<file path="src/rtl/pe_ctrl_pkg.sv">
// Shared types and bound helpers for the PE array sequencing controller.
// Imported by pe_array_ctrl and pe_skew_gen.
package pe_ctrl_pkg;

    localparam int PE_CTRL_GW = 10;

    typedef enum logic [1:0] {
        IDLE,
        LOAD_W,
        RUN,
        DONE
    } pe_ctrl_state_t;

    // Last value of the LOAD_W counter: one extra cycle lets b_en trail the final read.
    function automatic logic [PE_CTRL_GW-1:0] load_last(input int rows);
        return PE_CTRL_GW'(rows);
    endfunction

    // Last value of the RUN counter: final column drains its last vector at this g.
    function automatic logic [PE_CTRL_GW-1:0] run_last(input logic [7:0] n, input int rows,
                                                       input int cols, input int pipe_lat);
        return PE_CTRL_GW'(int'(n) + rows + cols + pipe_lat - 1);
    endfunction

endpackage

</file>
<file path="src/rtl/pe_array_ctrl_if.sv">
// Buffer/array/scheduler signal bundle for pe_array_ctrl.
// Carries reuse_w only when PE_CTRL_WEIGHT_REUSE_EN is defined.
interface pe_array_ctrl_if #(
    parameter int ROWS = 4,
    parameter int COLS = 4
);
    logic                      start;
    logic [7:0]                num_vec;
`ifdef PE_CTRL_WEIGHT_REUSE_EN
    logic                      reuse_w;
`endif
    logic                      busy;
    logic                      done;
    logic                      w_rd_en;
    logic [$clog2(ROWS)-1:0]   w_rd_addr;
    logic                      b_en;
    logic                      a_rd_en;
    logic [7:0]                a_rd_addr;
    logic [ROWS-1:0]           a_row_en;
    logic [COLS-1:0]           out_valid;

    modport master (
`ifdef PE_CTRL_WEIGHT_REUSE_EN
        input  reuse_w,
`endif
        input  start, num_vec,
        output busy, done, w_rd_en, w_rd_addr, b_en,
        output a_rd_en, a_rd_addr, a_row_en, out_valid
    );

    modport slave (
`ifdef PE_CTRL_WEIGHT_REUSE_EN
        output reuse_w,
`endif
        output start, num_vec,
        input  busy, done, w_rd_en, w_rd_addr, b_en,
        input  a_rd_en, a_rd_addr, a_row_en, out_valid
    );
endinterface

</file>
<file path="src/rtl/pe_skew_gen.sv">
// Per-row input enables and per-column capture strobes derived from the RUN counter.
// Pure compare logic; everything is gated low outside RUN.
module pe_skew_gen
    import pe_ctrl_pkg::*;
#(
    parameter int ROWS     = 4,
    parameter int COLS     = 4,
    parameter int PIPE_LAT = 1
) (
    input  logic                  run,
    input  logic [PE_CTRL_GW-1:0] g,
    input  logic [7:0]            n,
    output logic [ROWS-1:0]       a_row_en,
    output logic [COLS-1:0]       out_valid
);
    logic [PE_CTRL_GW-1:0] n_w;
    assign n_w = PE_CTRL_GW'(n);

    // Row r sees vector v at g = r+1+v; the skew staggers rows by one cycle each.
    for (genvar gi = 0; gi < ROWS; gi++) begin : g_row
        localparam logic [PE_CTRL_GW-1:0] ROW_LO = PE_CTRL_GW'(gi + 1);
        localparam logic [PE_CTRL_GW-1:0] ROW_OFS = PE_CTRL_GW'(gi);
        assign a_row_en[gi] = run && (g >= ROW_LO) && (g <= ROW_OFS + n_w);
    end

    for (genvar gi = 0; gi < COLS; gi++) begin : g_col
        localparam logic [PE_CTRL_GW-1:0] COL_LO = PE_CTRL_GW'(ROWS + PIPE_LAT + gi + 1);
        localparam logic [PE_CTRL_GW-1:0] COL_OFS = PE_CTRL_GW'(ROWS + PIPE_LAT + gi);
        assign out_valid[gi] = run && (g >= COL_LO) && (g <= COL_OFS + n_w);
    end

endmodule

</file>
<file path="src/rtl/pe_array_ctrl.sv">
// Weight-stationary PE array sequencer: LOAD_W weight rows, then RUN skewed activations.
// Optional PE_CTRL_WEIGHT_REUSE_EN adds reuse_w to skip LOAD_W and keep current weights.
module pe_array_ctrl
    import pe_ctrl_pkg::*;
#(
    parameter int ROWS     = 4,
    parameter int COLS     = 4,
    parameter int PIPE_LAT = 1
) (
    input  logic              clk,
    input  logic              rst,
    pe_array_ctrl_if.master   bus
);
    localparam int AW = $clog2(ROWS);

    pe_ctrl_state_t        state_reg, state_next;
    logic [PE_CTRL_GW-1:0] cnt_reg, cnt_next;
    logic [7:0]            n_reg, n_next;

    logic          busy, done, w_rd_en, b_en, a_rd_en, run;
    logic [AW-1:0] w_rd_addr;
    logic [7:0]    a_rd_addr;
    logic          reuse;

`ifdef PE_CTRL_WEIGHT_REUSE_EN
    assign reuse = bus.reuse_w;
`else
    assign reuse = 1'b0;
`endif

    always_ff @(posedge clk) begin
        if (rst) begin
            state_reg <= IDLE;
            cnt_reg   <= '0;
            n_reg     <= '0;
        end else begin
            state_reg <= state_next;
            cnt_reg   <= cnt_next;
            n_reg     <= n_next;
        end
    end

    // One counter serves as k in LOAD_W and g in RUN; it is cleared on every state change.
    always_comb begin
        state_next = state_reg;
        cnt_next   = cnt_reg;
        n_next     = n_reg;
        busy       = 1'b1;
        done       = 1'b0;
        w_rd_en    = 1'b0;
        w_rd_addr  = '0;
        b_en       = 1'b0;
        a_rd_en    = 1'b0;
        a_rd_addr  = '0;
        run        = 1'b0;
        case (state_reg)
            IDLE: begin
                busy     = 1'b0;
                cnt_next = '0;
                if (bus.start) begin
                    if (bus.num_vec == 8'd0) begin
                        state_next = DONE;
                    end else begin
                        n_next     = bus.num_vec;
                        state_next = reuse ? RUN : LOAD_W;
                    end
                end
            end
            LOAD_W: begin
                if (cnt_reg < load_last(ROWS)) begin
                    w_rd_en   = 1'b1;
                    w_rd_addr = AW'(ROWS - 1 - int'(cnt_reg));
                end
                // Read data lands one cycle later, so the shift enable trails the read by one.
                b_en = (cnt_reg != '0);
                if (cnt_reg == load_last(ROWS)) begin
                    state_next = RUN;
                    cnt_next   = '0;
                end else begin
                    cnt_next = cnt_reg + 1'b1;
                end
            end
            RUN: begin
                run = 1'b1;
                if (cnt_reg < PE_CTRL_GW'(n_reg)) begin
                    a_rd_en   = 1'b1;
                    a_rd_addr = cnt_reg[7:0];
                end
                if (cnt_reg == run_last(n_reg, ROWS, COLS, PIPE_LAT)) begin
                    state_next = DONE;
                    cnt_next   = '0;
                end else begin
                    cnt_next = cnt_reg + 1'b1;
                end
            end
            DONE: begin
                done       = 1'b1;
                state_next = IDLE;
            end
            default: state_next = IDLE;
        endcase
    end

    pe_skew_gen #(
        .ROWS     (ROWS),
        .COLS     (COLS),
        .PIPE_LAT (PIPE_LAT)
    ) u_skew (
        .run       (run),
        .g         (cnt_reg),
        .n         (n_reg),
        .a_row_en  (bus.a_row_en),
        .out_valid (bus.out_valid)
    );

    assign bus.busy      = busy;
    assign bus.done      = done;
    assign bus.w_rd_en   = w_rd_en;
    assign bus.w_rd_addr = w_rd_addr;
    assign bus.b_en      = b_en;
    assign bus.a_rd_en   = a_rd_en;
    assign bus.a_rd_addr = a_rd_addr;

endmodule

</file>
<file path="src/flat_wrapper.sv">
// flat-port wrapper written by rule: the top's interface ports become plain ports
module pe_array_ctrl_flat import pe_ctrl_pkg::*;
#(
    parameter int ROWS     = 4,
    parameter int COLS     = 4,
    parameter int PIPE_LAT = 1
)
  (clk, rst, bus_start, bus_num_vec, bus_busy, bus_done, bus_w_rd_en, bus_w_rd_addr, bus_b_en, bus_a_rd_en, bus_a_rd_addr, bus_a_row_en, bus_out_valid);
  pe_array_ctrl_if #(.ROWS(ROWS), .COLS(COLS)) bus_i ();
  input  logic clk;
  input  logic rst;
  input wire logic [$bits(bus_i.start)-1:0] bus_start;
  input wire logic [$bits(bus_i.num_vec)-1:0] bus_num_vec;
  output wire logic [$bits(bus_i.busy)-1:0] bus_busy;
  output wire logic [$bits(bus_i.done)-1:0] bus_done;
  output wire logic [$bits(bus_i.w_rd_en)-1:0] bus_w_rd_en;
  output wire logic [$bits(bus_i.w_rd_addr)-1:0] bus_w_rd_addr;
  output wire logic [$bits(bus_i.b_en)-1:0] bus_b_en;
  output wire logic [$bits(bus_i.a_rd_en)-1:0] bus_a_rd_en;
  output wire logic [$bits(bus_i.a_rd_addr)-1:0] bus_a_rd_addr;
  output wire logic [$bits(bus_i.a_row_en)-1:0] bus_a_row_en;
  output wire logic [$bits(bus_i.out_valid)-1:0] bus_out_valid;
  assign bus_i.start = bus_start;
  assign bus_i.num_vec = bus_num_vec;
  assign bus_busy = bus_i.busy;
  assign bus_done = bus_i.done;
  assign bus_w_rd_en = bus_i.w_rd_en;
  assign bus_w_rd_addr = bus_i.w_rd_addr;
  assign bus_b_en = bus_i.b_en;
  assign bus_a_rd_en = bus_i.a_rd_en;
  assign bus_a_rd_addr = bus_i.a_rd_addr;
  assign bus_a_row_en = bus_i.a_row_en;
  assign bus_out_valid = bus_i.out_valid;
  pe_array_ctrl #(.ROWS(ROWS), .COLS(COLS), .PIPE_LAT(PIPE_LAT)) u_core (.clk(clk), .rst(rst), .bus(bus_i));
endmodule
</file>
<file path="config.mk">
export PLATFORM = sky130hd
export DESIGN_NAME = pe_array_ctrl_flat
export DESIGN_NICKNAME = d
export VERILOG_FILES = /design/src/rtl/pe_ctrl_pkg.sv /design/src/rtl/pe_array_ctrl_if.sv /design/src/rtl/pe_skew_gen.sv /design/src/rtl/pe_array_ctrl.sv /design/src/flat_wrapper.sv
export SDC_FILE = /design/constraint.sdc
export NUM_CORES = 1
export LEC_CHECK = 0
export BUFFER_PORTS_ARGS = -buffer_cell sky130_fd_sc_hd__buf_4
export CAP_MARGIN = 20
export CORE_ASPECT_RATIO = 1.5
export CORE_MARGIN = 5
export CORE_UTILIZATION = 35
export CTS_BUF_LIST = sky130_fd_sc_hd__clkbuf_4 sky130_fd_sc_hd__clkbuf_8
export DETAILED_ROUTE_END_ITERATION = 10
export GPL_TIMING_DRIVEN = 0
export PLACE_DENSITY = 0.57
export RECOVER_POWER = 25
export SLEW_MARGIN = 20
export SYNTH_ARGS = -nofsm -noshare
export SYNTH_HDL_FRONTEND = slang
export SYNTH_SLANG_ARGS = --single-unit
</file>
<file path="constraint.sdc">
create_clock -name clk -period 2.73 [get_ports clk]
set_input_delay 0.273 -clock clk [delete_from_list [all_inputs] [get_ports clk]]
set_output_delay 0.273 -clock clk [all_outputs]
set_load 0.02 [all_outputs]
</file>
==> results.md <==
Run status:
- The flow ran to the end, but the final reports show violations.
- The checks that failed: setup timing.

Power and ir drop:
- The total power per unit cell area is between 400 and 500 nW/um^2.
- IR analysis of the VDD net gives a maximum drop of approximately 0.42 mV.
- The post-route total power is 2.446 mW.
- In this run the static leakage power is around 2.2 nW.

Detailed routing:
- The routed layout has 3,903 vias.
- The total DRC errors in the routed layout is 0.
- In this run, the number of DRC markers left after iteration 0 of detailed routing was between 200 and 250.
- After detailed routing, the total wire length is roughly 13,000 um.
- The detailed-route wire length per cell is ~19 um.
- The first detailed-routing pass took 5 iterations.
- The number of antenna-violating nets in the routed design is 0.
- Dividing the detail-routed via count by the number of cells gives ~5.7.

Timing:
- The final critical path takes up 118.4% of the cycle.
- The number of pins with negative max-slew slack in the final report was 0.
- Setup violations remaining at the end of the flow were counted as 17.
- For the finished layout, the period the worst path requires is between 3 and 4 ns.
- Derived from the worst setup path, the maximum achievable clock frequency is between 300 and 400 MHz.
- Setup repair after global routing could not meet its margin everywhere.
- The slew at the pin closest to its max-slew limit is 0.9136 ns.
- Setup slack on the critical path of the routed design comes to -0.5016 ns.
- In this run the tightest slew margin relative to its limit is between 30% and 40%.
- The number of hold violations in the final report is 0.
- The maximum clock skew at final layout is roughly 0.012 ns.

Clock tree:
- The clock tree from TritonCTS is done.
- CTS built an H-tree with a depth of 1.
- The number of sinks handled by clock tree synthesis is 20.
- The hold buffer count at CTS is 0.
- The cell at the root of the clock tree is sky130_fd_sc_hd__clkbuf_8.
- The number of buffers created by CTS is 3.
- Clock latency on the worst-skew pair, taken at its later pin, is 0.28 ns.
- The clock-pin slew reported for the worst setup and hold paths after clock tree synthesis is 0.07 ns.
- Counting along the longest clock path gives a buffer depth of 2.

Layout:
- Once layout is complete, the utilization of the core stands at between 40% and 50%.
- Cells with a size suffix above 1 make up 31.15% of the layout.
- The total inserted antenna cells is 0.
- Excluding fillers, the count of instances in the completed layout stands at 690.
- The register with the most flip-flops in the layout has 10 of them.
- The finished cells cover about 5000 sq um.
- The final net count is roughly 640.
- The number of inserted filler cells in the final layout is slightly below 1,000.
- Compared with the post-synthesis result, the final layout area differs by 37.18%.

Global routing:
- The total congestion overflow is 0.
- The first global-routing pass estimated just over 20,000 um of wire.
- The global-route layer with the greatest usage is met2.
- The global routing met3 resource utilization is around 1.4%.
- The number of global-route vias before repair is 4,045.
- The overall global routing resource usage is a little over 20%.
- The global-route met1 utilization is around 22%.
- Entering global routing, the biggest net connects 16 pins.
- Global routing consumed, on the met2 layer, ~39% of the routing resources.
- The number of antenna violations at the first check in global routing came to 0.

Setup path:
- The critical path is of the reg2out type.
- The setup slack on the worst flop-to-flop path is around 0.01 ns.
- The type of element launching the critical path is a register.
- In this design, the largest share of critical-path delay is due to compound AO/OA/AOI/OAI gates.
- Data on the critical path is required at its endpoint by 2.46 ns.
- On the worst path, the slowest cell contributes a delay of around 0.37 ns.
- The worst reg-to-reg path cell count is 10.
- The reg-to-reg critical path endpoint is u_core.cnt_reg[6].
- The critical path data arrival time is about 3.0 ns.
- The signal on the critical path passes through clkinvlp_4 > ha_4 > xor2_2 > ha_1 > a21o_1 > a21o_1 > a221o_1 > a21o_1 > a21o_1 > a21oi_2 > o221a_2 > buf_6.
- The cell with the largest stage delay on the worst path is sky130_fd_sc_hd__dfxtp_4.
- The largest fanout of any net on the critical path is 6.
- Together, buffers and inverters on the worst path number 2.
- The capturing element type of the critical path is an output port.
- The launching point of the worst reg2reg path is u_core.n_reg[3].
- The most numerous cell type found on the critical path is sky130_fd_sc_hd__a21o_1.

Floorplan:
- The top-level port count is 34.
- For this configuration, the core starts out at a cell density of a little over a third.
- The floorplan has between 40 and 50 rows.
- After floorplanning, the core was sized to cover a little over 10,000 sq um.
- The x dimension of the die is between 90 and 100 um.
- The floorplan step defined a die boundary enclosing 12,660 sq um.
- The die span in y is roughly 140 um.

Hold path:
- The worst hold path was traced through 3 stages.
- The min-delay analysis places its worst path in the category in2reg.
- The beginning of the worst hold path is bus_num_vec[0].
- The worst min-delay path endpoint is u_core.n_reg[0].

Synth:
- In the post-synthesis netlist, the biggest area contributors are sky130_fd_sc_hd__ha_1 28%, sky130_fd_sc_hd__dfxtp_1 11%, sky130_fd_sc_hd__xnor2_1 9.6%, sky130_fd_sc_hd__nor2_1 4.9%, sky130_fd_sc_hd__a21oi_1 4.6%.
- After synthesis, the most frequently instantiated cells are 81 x sky130_fd_sc_hd__ha_1, 48 x sky130_fd_sc_hd__nor2_1, 40 x sky130_fd_sc_hd__xnor2_1.
- The count of flip-flops with a built-in enable after synthesis is 0.
- Of the post-synthesis cell area, the dominant cell type holds ~28%.
- The most numerous cell in the Yosys netlist is sky130_fd_sc_hd__ha_1.
- The per-instance average area after synthesis is between 7 and 8 sq um.
- The most used flip-flop cell after synthesis is sky130_fd_sc_hd__dfxtp_1.
- Synthesis produced a netlist with a net count of about 570.
- The flip-flop and latch count after synthesis is 20.
- The number of warnings issued by yosys is 0.
- sky130_fd_sc_hd__ha_1 takes more of the synthesized area than any other cell.
- The async set or reset register ratio after synthesis is 0%.
- After synthesis, the netlist uses between 50 and 60 different library cells.
- The summed instance area of the synthesized netlist is roughly 3700 sq um.
- Synthesis produced ~480 cells.
- The sequential-to-total area share from yosys stat is between 10% and 20%.

Job:
- The number of maximum-capacitance constraint violations is 0.

Placed design:
- The count of input and output buffers is 32.
- Summed over all nets, the half-perimeter wirelength after detailed placement is around 9500 um.
- Summing all placed instances gives a cell area of around 4200 sq um.
- Routability-driven placement finished with a final weighted congestion of ~0.84.
- In this run, placement finished with an instance count of ~650.
[per-stage QoR]
| step | hold slack (ns) | setup WS [ns] | setup TNS, ns |
|---|---|---|---|
| final | 0.2391 | -0.5016 | -3.940 |
| after detailed placement | 0.5216 | -0.6338 | -8.308 |
| after floorplan | 0.4105 | 0.0003408 | 0 |
| after global placement | 0.5140 | -0.5841 | -8.003 |
| after global routing | 0.2436 | -0.6001 | -5.802 |
| after CTS | 0.2321 | -0.5038 | -3.773 |
[tightest hold or removal path, stage by stage]
cell                      delay [ns]
sky130_fd_sc_hd__buf_4          0.09
sky130_fd_sc_hd__a21oi_1        0.05
sky130_fd_sc_hd__nor2_1         0.07
[cell families after synthesis]
| family | count (synthesis) | synth area share, % |
|---|---|---|
| adders and majority gates | 81 | 27.65 |
| and+or+nand+nor | 176 | 24.75 |
| xor gates and xnor gates | 48 | 11.98 |
| buffers and inverters | 50 | 5.702 |
| AOI/OAI and AO/OA | 101 | 18.98 |
| DFF | 20 | 10.93 |
[worst max path at each step]
stage,slack [ns],cells after the start,startpoint,to
final,-0.50,12,u_core.n_reg[1],bus_out_valid[1]
after detailed placement,-0.63,12,u_core.n_reg[3],bus_a_row_en[3]
after CTS,-0.50,13,u_core.n_reg[1],bus_out_valid[2]
after floorplan,0.0003,12,u_core.n_reg[2],bus_out_valid[1]
after global placement,-0.58,12,u_core.n_reg[3],bus_a_row_en[3]
after global routing,-0.60,12,u_core.n_reg[1],bus_out_valid[1]
[power breakdown]
part	switching, mW	internal, mW	total (mW)
clock network	0.118	0.197	0.315
logic	0.968	0.767	1.73
registers	0.0634	0.334	0.397
[per-layer routing]
metal	wire length, um	vias up
met4	736	0
met3	476	51
met1	4818	1874
met5	0	-
met2	6834	126
li1	-	1852
[area by class of cell]
| class | count | area (sq um) | share of cell area, % |
|---|---|---|---|
| Multi-Input combinational cell | 406 | 3442 | 68.47 |
| Timing Repair Buffer | 71 | 623.1 | 12.39 |
| Sequential cell | 20 | 426.7 | 8.487 |
| Tap cell | 141 | 176.4 | 3.509 |
| Inverter | 30 | 145.1 | 2.887 |
| Buffer | 18 | 142.6 | 2.837 |
| Clock buffer | 3 | 41.29 | 0.8213 |
| Clock inverter | 1 | 30.03 | 0.5973 |
[placed cells by master, fill, tap and decap left out, drive strengths merged, types with 16 or more instances in the layout]
cell,instances
nor2,48
nand3,16
inv,26
xnor2,40
ha,81
a21o,22
buf,77
nand4,16
a21oi,34
dfxtp,20
nand2,32
[repair_timing]
action | CTS | global route
pin swaps | 36 | 18
resized for setup | 90 | 29
cloned | 1 | 0
endpoints found under the setup margin | 31 | 31
buffers inserted | 33 | 5
Power figures use the tool's default switching activity.
